`config.mk`:
```
export PLATFORM = sky130hd
export DESIGN_NAME = seq_recursive_mul8_ctrl_flat
export DESIGN_NICKNAME = d
export VERILOG_FILES = /design/src/rtl/seq_recursive_mul8_ctrl_if.sv /design/src/rtl/seq_recursive_mul8_ctrl.sv /design/src/flat_wrapper.sv
export SDC_FILE = /design/constraint.sdc
export NUM_CORES = 1
export LEC_CHECK = 0
export BUFFER_PORTS_ARGS = -buffer_cell sky130_fd_sc_hd__buf_2
export CORE_AREA = 2 2 84 86
export CTS_CLUSTER_DIAMETER = 60
export DETAILED_ROUTE_END_ITERATION = 10
export DIE_AREA = 0 0 86 88
export PLACE_DENSITY = 0.81
export SLEW_MARGIN = 20
export SYNTH_ARGS = -nofsm -noshare
export SYNTH_HDL_FRONTEND = slang
export SYNTH_SLANG_ARGS = --single-unit
```
`constraint.sdc`:
```
create_clock -name clk -period 12.7 [get_ports clk]
set_clock_uncertainty 0.15 [all_clocks]
set_input_delay 2.54 -clock clk [delete_from_list [all_inputs] [get_ports clk]]
set_output_delay 2.54 -clock clk [all_outputs]
set_load 0.02 [all_outputs]
```
`src/rtl/seq_recursive_mul8_ctrl_if.sv`:
```
// rtl/seq_recursive_mul8_ctrl_if.sv - operand/product handshake bundle for seq_recursive_mul8_ctrl
//
// Purpose: groups the operand-side and product-side valid/ready handshakes
// together with the status outputs of the sequential 8x8 multiplier.
// Signals:
//   in_valid  / in_ready   operand pair handshake (a, b unsigned 8-bit)
//   out_valid / out_ready  product handshake (y unsigned 16-bit)
//   busy                   operation in progress
//   op_count               completed product handoffs, CNT_W bits, wrapping
// Modports: master drives operands and out_ready, slave is the multiplier.
interface seq_recursive_mul8_ctrl_if #(
    parameter int CNT_W = 16
);
    logic             in_valid;
    logic             in_ready;
    logic [7:0]       a;
    logic [7:0]       b;
    logic             out_valid;
    logic             out_ready;
    logic [15:0]      y;
    logic             busy;
    logic [CNT_W-1:0] op_count;

    modport master (
        output in_valid, a, b, out_ready,
        input  in_ready, out_valid, y, busy, op_count
    );

    modport slave (
        input  in_valid, a, b, out_ready,
        output in_ready, out_valid, y, busy, op_count
    );
endinterface

```
`src/rtl/seq_recursive_mul8_ctrl.sv`:
```
// rtl/seq_recursive_mul8_ctrl.sv - sequential 8x8 recursive multiplier using one shared 4x4 unit
//
// Purpose: computes y = a * b (unsigned 8x8 -> 16) by visiting the four
// quadrant products aL*bL, aH*bL, aL*bH, aH*bH on a single 4x4 multiplier
// and accumulating the shifted partial products into a 16-bit register.
// Optional feature macro: APPROX_LL_EN - when defined, the aL*bL quadrant uses
// an OR-compressed approximate 4x4 product; the other quadrants stay exact.
// Ports:
//   clk   rising-edge clock
//   rst   synchronous active-high reset, aborts any operation in flight
//   bus   seq_recursive_mul8_ctrl_if.slave (handshakes, y, busy, op_count)
module seq_recursive_mul8_ctrl #(
    parameter int CNT_W = 16
) (
    input  logic                     clk,
    input  logic                     rst,
    seq_recursive_mul8_ctrl_if.slave bus
);

    typedef enum logic [2:0] {
        S_IDLE,
        S_LL,
        S_HL,
        S_LH,
        S_HH,
        S_DONE
    } state_t;

    state_t           state_q;
    logic [7:0]       a_q;
    logic [7:0]       b_q;
    logic [15:0]      acc_q;
    logic [15:0]      acc_d;
    logic [CNT_W-1:0] op_count_q;
    logic             in_ready_q;
    logic             out_valid_q;
    logic             busy_q;

    logic [3:0]       mul_x;
    logic [3:0]       mul_w;
    logic [7:0]       exact_p;
    logic [7:0]       ll_p;
    logic [15:0]      term;

`ifdef APPROX_LL_EN
    // OR-compressed 4x4: each output column ORs its partial products instead
    // of summing them; the top two bits split pp33 on pp22.
    function automatic logic [7:0] approx_mul4(input logic [3:0] x, input logic [3:0] w);
        logic [7:0] r;
        r[0] = x[0] & w[0];
        r[1] = (x[1] & w[0]) | (x[0] & w[1]);
        r[2] = (x[2] & w[0]) | (x[1] & w[1]) | (x[0] & w[2]);
        r[3] = (x[3] & w[0]) | (x[2] & w[1]) | (x[1] & w[2]) | (x[0] & w[3]);
        r[4] = (x[3] & w[1]) | (x[2] & w[2]) | (x[1] & w[3]);
        r[5] = (x[3] & w[2]) | (x[2] & w[3]);
        r[6] = (x[3] & w[3]) & ~(x[2] & w[2]);
        r[7] = (x[3] & w[3]) & (x[2] & w[2]);
        return r;
    endfunction
`endif

    // Operand muxes for the shared 4x4 unit, selected by the quadrant state.
    always_comb begin
        mul_x = a_q[3:0];
        mul_w = b_q[3:0];
        case (state_q)
            S_HL: begin
                mul_x = a_q[7:4];
                mul_w = b_q[3:0];
            end
            S_LH: begin
                mul_x = a_q[3:0];
                mul_w = b_q[7:4];
            end
            S_HH: begin
                mul_x = a_q[7:4];
                mul_w = b_q[7:4];
            end
            default: begin
                mul_x = a_q[3:0];
                mul_w = b_q[3:0];
            end
        endcase
    end

    assign exact_p = {4'b0000, mul_x} * {4'b0000, mul_w};

`ifdef APPROX_LL_EN
    assign ll_p = approx_mul4(mul_x, mul_w);
`else
    assign ll_p = exact_p;
`endif

    // Align the current quadrant product to its weight in the result.
    always_comb begin
        term = 16'h0000;
        case (state_q)
            S_LL:       term = {8'h00, ll_p};
            S_HL, S_LH: term = {4'h0, exact_p, 4'h0};
            S_HH:       term = {exact_p, 8'h00};
            default:    term = 16'h0000;
        endcase
    end

    // The largest possible sum stays below 2^16, so the carry-out is dropped.
    assign acc_d = acc_q + term;

    always_ff @(posedge clk) begin
        if (rst) begin
            state_q     <= S_IDLE;
            a_q         <= 8'h00;
            b_q         <= 8'h00;
            acc_q       <= 16'h0000;
            op_count_q  <= '0;
            in_ready_q  <= 1'b1;
            out_valid_q <= 1'b0;
            busy_q      <= 1'b0;
        end else begin
            case (state_q)
                S_IDLE: begin
                    if (bus.in_valid) begin
                        a_q        <= bus.a;
                        b_q        <= bus.b;
                        acc_q      <= 16'h0000;
                        state_q    <= S_LL;
                        in_ready_q <= 1'b0;
                        busy_q     <= 1'b1;
                    end
                end
                S_LL: begin
                    acc_q   <= acc_d;
                    state_q <= S_HL;
                end
                S_HL: begin
                    acc_q   <= acc_d;
                    state_q <= S_LH;
                end
                S_LH: begin
                    acc_q   <= acc_d;
                    state_q <= S_HH;
                end
                S_HH: begin
                    acc_q       <= acc_d;
                    state_q     <= S_DONE;
                    out_valid_q <= 1'b1;
                end
                S_DONE: begin
                    // acc is left untouched here, so y holds under back-pressure.
                    if (bus.out_ready) begin
                        op_count_q  <= op_count_q + CNT_W'(1);
                        state_q     <= S_IDLE;
                        out_valid_q <= 1'b0;
                        in_ready_q  <= 1'b1;
                        busy_q      <= 1'b0;
                    end
                end
                default: begin
                    state_q     <= S_IDLE;
                    in_ready_q  <= 1'b1;
                    out_valid_q <= 1'b0;
                    busy_q      <= 1'b0;
                end
            endcase
        end
    end

    assign bus.in_ready  = in_ready_q;
    assign bus.out_valid = out_valid_q;
    assign bus.y         = acc_q;
    assign bus.busy      = busy_q;
    assign bus.op_count  = op_count_q;

endmodule

```
`src/flat_wrapper.sv`:
```
// flat-port wrapper written by rule: the top's interface ports become plain ports
module seq_recursive_mul8_ctrl_flat 
#(
    parameter int CNT_W = 16
)
  (clk, rst, bus_in_valid, bus_a, bus_b, bus_out_ready, bus_in_ready, bus_out_valid, bus_y, bus_busy, bus_op_count);
  seq_recursive_mul8_ctrl_if #(.CNT_W(CNT_W)) bus_i ();
  input  logic clk;
  input  logic rst;
  input wire logic [$bits(bus_i.in_valid)-1:0] bus_in_valid;
  input wire logic [$bits(bus_i.a)-1:0] bus_a;
  input wire logic [$bits(bus_i.b)-1:0] bus_b;
  input wire logic [$bits(bus_i.out_ready)-1:0] bus_out_ready;
  output wire logic [$bits(bus_i.in_ready)-1:0] bus_in_ready;
  output wire logic [$bits(bus_i.out_valid)-1:0] bus_out_valid;
  output wire logic [$bits(bus_i.y)-1:0] bus_y;
  output wire logic [$bits(bus_i.busy)-1:0] bus_busy;
  output wire logic [$bits(bus_i.op_count)-1:0] bus_op_count;
  assign bus_i.in_valid = bus_in_valid;
  assign bus_i.a = bus_a;
  assign bus_i.b = bus_b;
  assign bus_i.out_ready = bus_out_ready;
  assign bus_in_ready = bus_i.in_ready;
  assign bus_out_valid = bus_i.out_valid;
  assign bus_y = bus_i.y;
  assign bus_busy = bus_i.busy;
  assign bus_op_count = bus_i.op_count;
  seq_recursive_mul8_ctrl #(.CNT_W(CNT_W)) u_core (.clk(clk), .rst(rst), .bus(bus_i));
endmodule
```
==> flow_summary.html <==
<table>
<tr><th>Metric</th><th>Value</th></tr>
<tr><th colspan="2">Yosys</th></tr>
<tr><td>Area contributors post-synth</td><td>dfxtp_1 31%, ha_1 9.9%, nand2_1 5.5%, nor2_1 5.4%, a21oi_1 5.2%</td></tr>
<tr><td>Multiplexer area fraction after synthesis</td><td>0.0254</td></tr>
<tr><td>Share of synthesized cell area in and, or, nand and nor gates</td><td>0.239</td></tr>
<tr><td>Post-synthesis cell type count</td><td>63</td></tr>
<tr><td>Most common flop cell mapped by yosys</td><td>dfxtp_1</td></tr>
<tr><td>Mean instance size in the synthesized netlist</td><td>8.20 um^2</td></tr>
<tr><td>Count of state elements after synthesis</td><td>54</td></tr>
<tr><td>Adder and majority gate portion of the synthesized area</td><td>0.127</td></tr>
<tr><td>Register area share after synthesis</td><td>0.305</td></tr>
<tr><td>Area share of the largest cell type after synthesis</td><td>0.305</td></tr>
<tr><td>Most area-hungry cell type in the Yosys netlist</td><td>dfxtp_1</td></tr>
<tr><td>Fraction of synthesized cell area in xor and xnor cells</td><td>0.0692</td></tr>
<tr><td>Syn Inst Count</td><td>432</td></tr>
<tr><td>Mapped Area</td><td>0.00354 mm^2</td></tr>
<tr><td>Post-synthesis net count</td><td>485</td></tr>
<tr><td>Synth Area in Compound Gates</td><td>0.194</td></tr>
<tr><td>Main combinational cell family by area after synthesis</td><td>simple AND/OR/NAND/NOR gates</td></tr>
<tr><td>Yosys warns</td><td>0</td></tr>
<tr><td>Post-synth EDFFs</td><td>0</td></tr>
<tr><td>FFs w/ async S/R, synth</td><td>0</td></tr>
<tr><th colspan="2">Worst setup path</th></tr>
<tr><td>Category of the worst setup path capture point</td><td>register</td></tr>
<tr><td>Worst Path Arrival</td><td>6.41 ns</td></tr>
<tr><td>Maximum fanout along the worst path</td><td>24</td></tr>
<tr><td>Largest stage delay, worst path</td><td>0.78 ns</td></tr>
<tr><td>Worst setup path startpoint</td><td>u_core.state_q[2]</td></tr>
<tr><td>Element type at the critical path start</td><td>register</td></tr>
<tr><td>Source of the worst register-to-register timing path</td><td>u_core.state_q[2]</td></tr>
<tr><td>Worst-path cell chain</td><td>nor3b_2 &gt; a21o_1 &gt; mux2i_1 &gt; or2_1 &gt; fa_1 &gt; inv_1 &gt; fa_1 &gt; ha_1 &gt; a211oi_1 &gt; o21bai_1 &gt; a21oi_1 &gt; xnor2_1 &gt; nand2_1 &gt; o21ai_0 &gt; ha_1 &gt; a21oi_1 &gt; nor2_1 &gt; o21ai_1 &gt; o311ai_0 &gt; or3_1 &gt; a32o_1</td></tr>
<tr><td>Crit Path Category</td><td>register to register</td></tr>
<tr><td>Required arrival time at the worst endpoint</td><td>12.78 ns</td></tr>
<tr><td>Cell at the slowest stage of the critical path</td><td>dfxtp_1</td></tr>
<tr><th colspan="2">Die</th></tr>
<tr><td>Die outline area</td><td>0.00757 mm^2</td></tr>
<tr><td>Site Rows</td><td>30</td></tr>
<tr><td>Height of the die</td><td>88 um</td></tr>
<tr><td>Boundary pin count</td><td>55</td></tr>
<tr><td>DIE WIDTH</td><td>86 um</td></tr>
<tr><td>Initial core utilization</td><td>0.533</td></tr>
<tr><td>Core Area</td><td>0.00664 mm^2</td></tr>
<tr><th colspan="2">Clock network</th></tr>
<tr><td>Post-CTS Setup Inserts</td><td>0</td></tr>
<tr><td>Clock net sink count</td><td>54</td></tr>
<tr><td>Clock latency on the worst-skew pair</td><td>0.32 ns</td></tr>
<tr><td>CTS buffer count</td><td>5</td></tr>
<tr><td>TritonCTS clock tree</td><td>yes</td></tr>
<tr><td>Clock buffer depth</td><td>2</td></tr>
<tr><td>Clock input transition at the sequential cells of the worst setup and hold paths</td><td>0.10 ns</td></tr>
<tr><td>Post-cts resize count</td><td>0</td></tr>
<tr><td>H-tree depth reported by CTS</td><td>2</td></tr>
<tr><td>Number of hold-repair buffers added at the cts stage</td><td>0</td></tr>
<tr><td>Cell at the root of the clock tree</td><td>clkbuf_8</td></tr>
<tr><th colspan="2">Layout</th></tr>
<tr><td>Finished Cell Area</td><td>0.00397 mm^2</td></tr>
<tr><td>Ant. Diodes</td><td>0</td></tr>
<tr><td>Fill cell instance count of the final layout</td><td>581</td></tr>
<tr><td>Area added between synthesis and finish</td><td>12.0%</td></tr>
<tr><td>Layout cell share with drive strength beyond 1</td><td>0.154</td></tr>
<tr><td>Number of nets in the final layout</td><td>531</td></tr>
<tr><th colspan="2">Place</th></tr>
<tr><td>Worst slack at placement</td><td>6.39 ns</td></tr>
<tr><td>Number of buffer cells added on primary ports</td><td>54</td></tr>
<tr><td>Global placement routability congestion</td><td>0.933</td></tr>
<tr><td>DP Wirelength</td><td>6.06 mm</td></tr>
<tr><td>Placed instance area</td><td>0.00385 mm^2</td></tr>
<tr><th colspan="2">Power</th></tr>
<tr><td>Power after layout</td><td>0.000381 W</td></tr>
<tr><td>Worst supply voltage drop on vdd</td><td>0.0603 mV</td></tr>
<tr><td>Total power per unit cell area</td><td>96.0 mW/mm^2</td></tr>
<tr><td>Static leakage power</td><td>1.75 nW</td></tr>
<tr><th colspan="2">Drt</th></tr>
<tr><td>Number of search-and-repair iterations in the first detailed-routing pass</td><td>4</td></tr>
<tr><td>Average via count per standard cell</td><td>5.65</td></tr>
<tr><td>Post-route antenna net violation count</td><td>0</td></tr>
<tr><td>Number of vias in the routed layout</td><td>3157</td></tr>
<tr><td>Initial drt markers</td><td>165</td></tr>
<tr><td>Drt total wl</td><td>7.95 mm</td></tr>
<tr><td>Number of design rule violations left after detail routing</td><td>0</td></tr>
<tr><td>Average detailed-routed wire length per instance</td><td>14.2 um</td></tr>
<tr><th colspan="2">Global route</th></tr>
<tr><td>Maximum number of pins on one net before global-route repair</td><td>48</td></tr>
<tr><td>Number of global-route vias before repair</td><td>3009</td></tr>
<tr><td>Residual overflow from global routing</td><td>0</td></tr>
<tr><td>Number of antenna violations at the first check in global routing</td><td>0</td></tr>
<tr><td>First-pass GRT wire length</td><td>13.5 mm</td></tr>
<tr><td>GR Util All Layers</td><td>0.218</td></tr>
<tr><th colspan="2">STA</th></tr>
<tr><td>Slew HR</td><td>0.453</td></tr>
<tr><td>Number of failing hold endpoints at the final stage</td><td>0</td></tr>
<tr><td>Maximum clock frequency</td><td>0.158 GHz</td></tr>
<tr><td>RSZ-0062 raised after global routing</td><td>false</td></tr>
<tr><td>Total of endpoints with negative setup slack in the final report</td><td>0</td></tr>
<tr><td>Final critical-path required period</td><td>6.33 ns</td></tr>
<tr><td>Max Slew Vio Count</td><td>0</td></tr>
<tr><td>Fin Setup TNS</td><td>0 ns</td></tr>
<tr><td>PnR worst setup slack</td><td>6.37 ns</td></tr>
<tr><td>Actual slew at the worst max-slew pin</td><td>0.821 ns</td></tr>
<tr><td>Fraction of the cycle the final worst path needs</td><td>0.498</td></tr>
<tr><th colspan="2">Min path</th></tr>
<tr><td>Beginning of the worst hold path</td><td>u_core.bus.in_ready</td></tr>
<tr><td>Class of the worst hold path</td><td>register to register</td></tr>
<tr><th colspan="2">Run</th></tr>
<tr><td>Max capacitance violation total</td><td>0</td></tr>
<tr><th colspan="2">Outcome</th></tr>
<tr><td>Outcome</td><td>finished, final reports clean</td></tr>
</table>
[routing by layer]
metal | vias up | GRT usage | wire [um]
met5 | - | 0 | 0
met4 | 0 | 0.0664 | 89
met3 | 12 | 0.0481 | 417
met2 | 76 | 0.364 | 3840
met1 | 1454 | 0.282 | 3600
li1 | 1615 | - | -
[worst max-delay path: cells and delay by family, from the launching register on]
family / cells / cell delay [ns]
flops: 1 / 0.78
xor+xnor: 1 / 0.16
mux: 1 / 0.16
fa+ha+maj: 4 / 1.68
compound gates: 9 / 1.92
buf+inv: 1 / 0.06
simple gates: 5 / 1.31
[report_power, final]
| part | switching [W] | leakage (nW) | internal [W] |
|---|---|---|---|
| Combinational | 0.0000425 | 1.25 | 0.0000239 |
| Clock | 0.0000622 | 0.0618 | 0.0000650 |
| Sequential | 0.00000961 | 0.438 | 0.000178 |
[cell families (layout without fill, tap and decap cells)]
kind of cell	Yosys count	after routing
DFF	54	54
buffers and inverters	34	81
xor gates and xnor gates	28	28
muxes	9	9
adders and majority gates	33	33
and+or+nand+nor	168	168
AOI/OAI and AO/OA	106	106
[area by class of cell]
type                            instances  area [um^2]  area share
Clock buffer                            6         82.6      0.0208
Clock inverter                          2         38.8     0.00978
Inverter                               18         67.6      0.0170
Multi-Input combinational cell        344         2320       0.585
Sequential cell                        54         1080       0.272
Tap cell                               80          100      0.0252
Timing Repair Buffer                   55          278      0.0700
[registers in the layout (all words and copies together) (netlist names)]
register	cells
u_core.bus.y	16
u_core.bus.op_count	16
u_core.bus.out_valid	1
u_core.b_q	8
u_core.bus.busy	1
u_core.state_q	3
u_core.a_q	8
u_core.bus.in_ready	1
[layout by cell type (no fill, tap or decap), drive strengths merged, types with 5 or more instances in the layout]
cell and n:
buf 55, dfxtp 54, nand2 52, nor2 52
a21oi 38, ha 28, inv 19, xnor2 18
o21ai 15, xor2 10, a22oi 10, nor3 10
mux2i 9, a21o 7, nand3 7, and2 6
clkbuf 6, or3 6, a211oi 5, fa 5
[metrics by stage]
| step | util | std cells | hold slack, ns |
|---|---|---|---|
| 2_1_floorplan | - | 432 | 0.286 |
| 3_3_place_gp | 0.579 | 551 | 0.280 |
| 3_5_place_dp | 0.579 | 551 | 0.283 |
| 4_1_cts | 0.597 | 559 | 0.304 |
| 5_1_grt | 0.597 | 559 | 0.329 |
| 6_report | 0.597 | 559 | 0.302 |
[cells in the mapped netlist (all sizes together) (3+ instances only)]
cell,count
nand2b,4
nand2,52
nand3,7
nor4,3
buf,6
o21ai,15
nor4b,4
nand3b,3
o211ai,3
dfxtp,54
xnor2,18
fa,5
nand4,4
nor3,10
o21a,4
nor2,52
xor2,10
or3,6
o311ai,3
nor2b,4
or2,4
ha,28
mux2i,9
inv,18
o21bai,4
and2,6
a21oi,38
a22oi,10
clkbuf,10
a21o,7
a211oi,5
[final timing paths]
kind | to | slack, ns | depth (start not counted)
worst max register to register | u_core.bus.y[14] | 6.37 | 21
worst max-delay path | u_core.bus.y[14] | 6.37 | 21
worst min-delay path | u_core.bus.in_ready | 0.30 | 2
worst min register to register | u_core.bus.in_ready | 0.30 | 2
No activity file was read; power rests on OpenSTA's default activity.
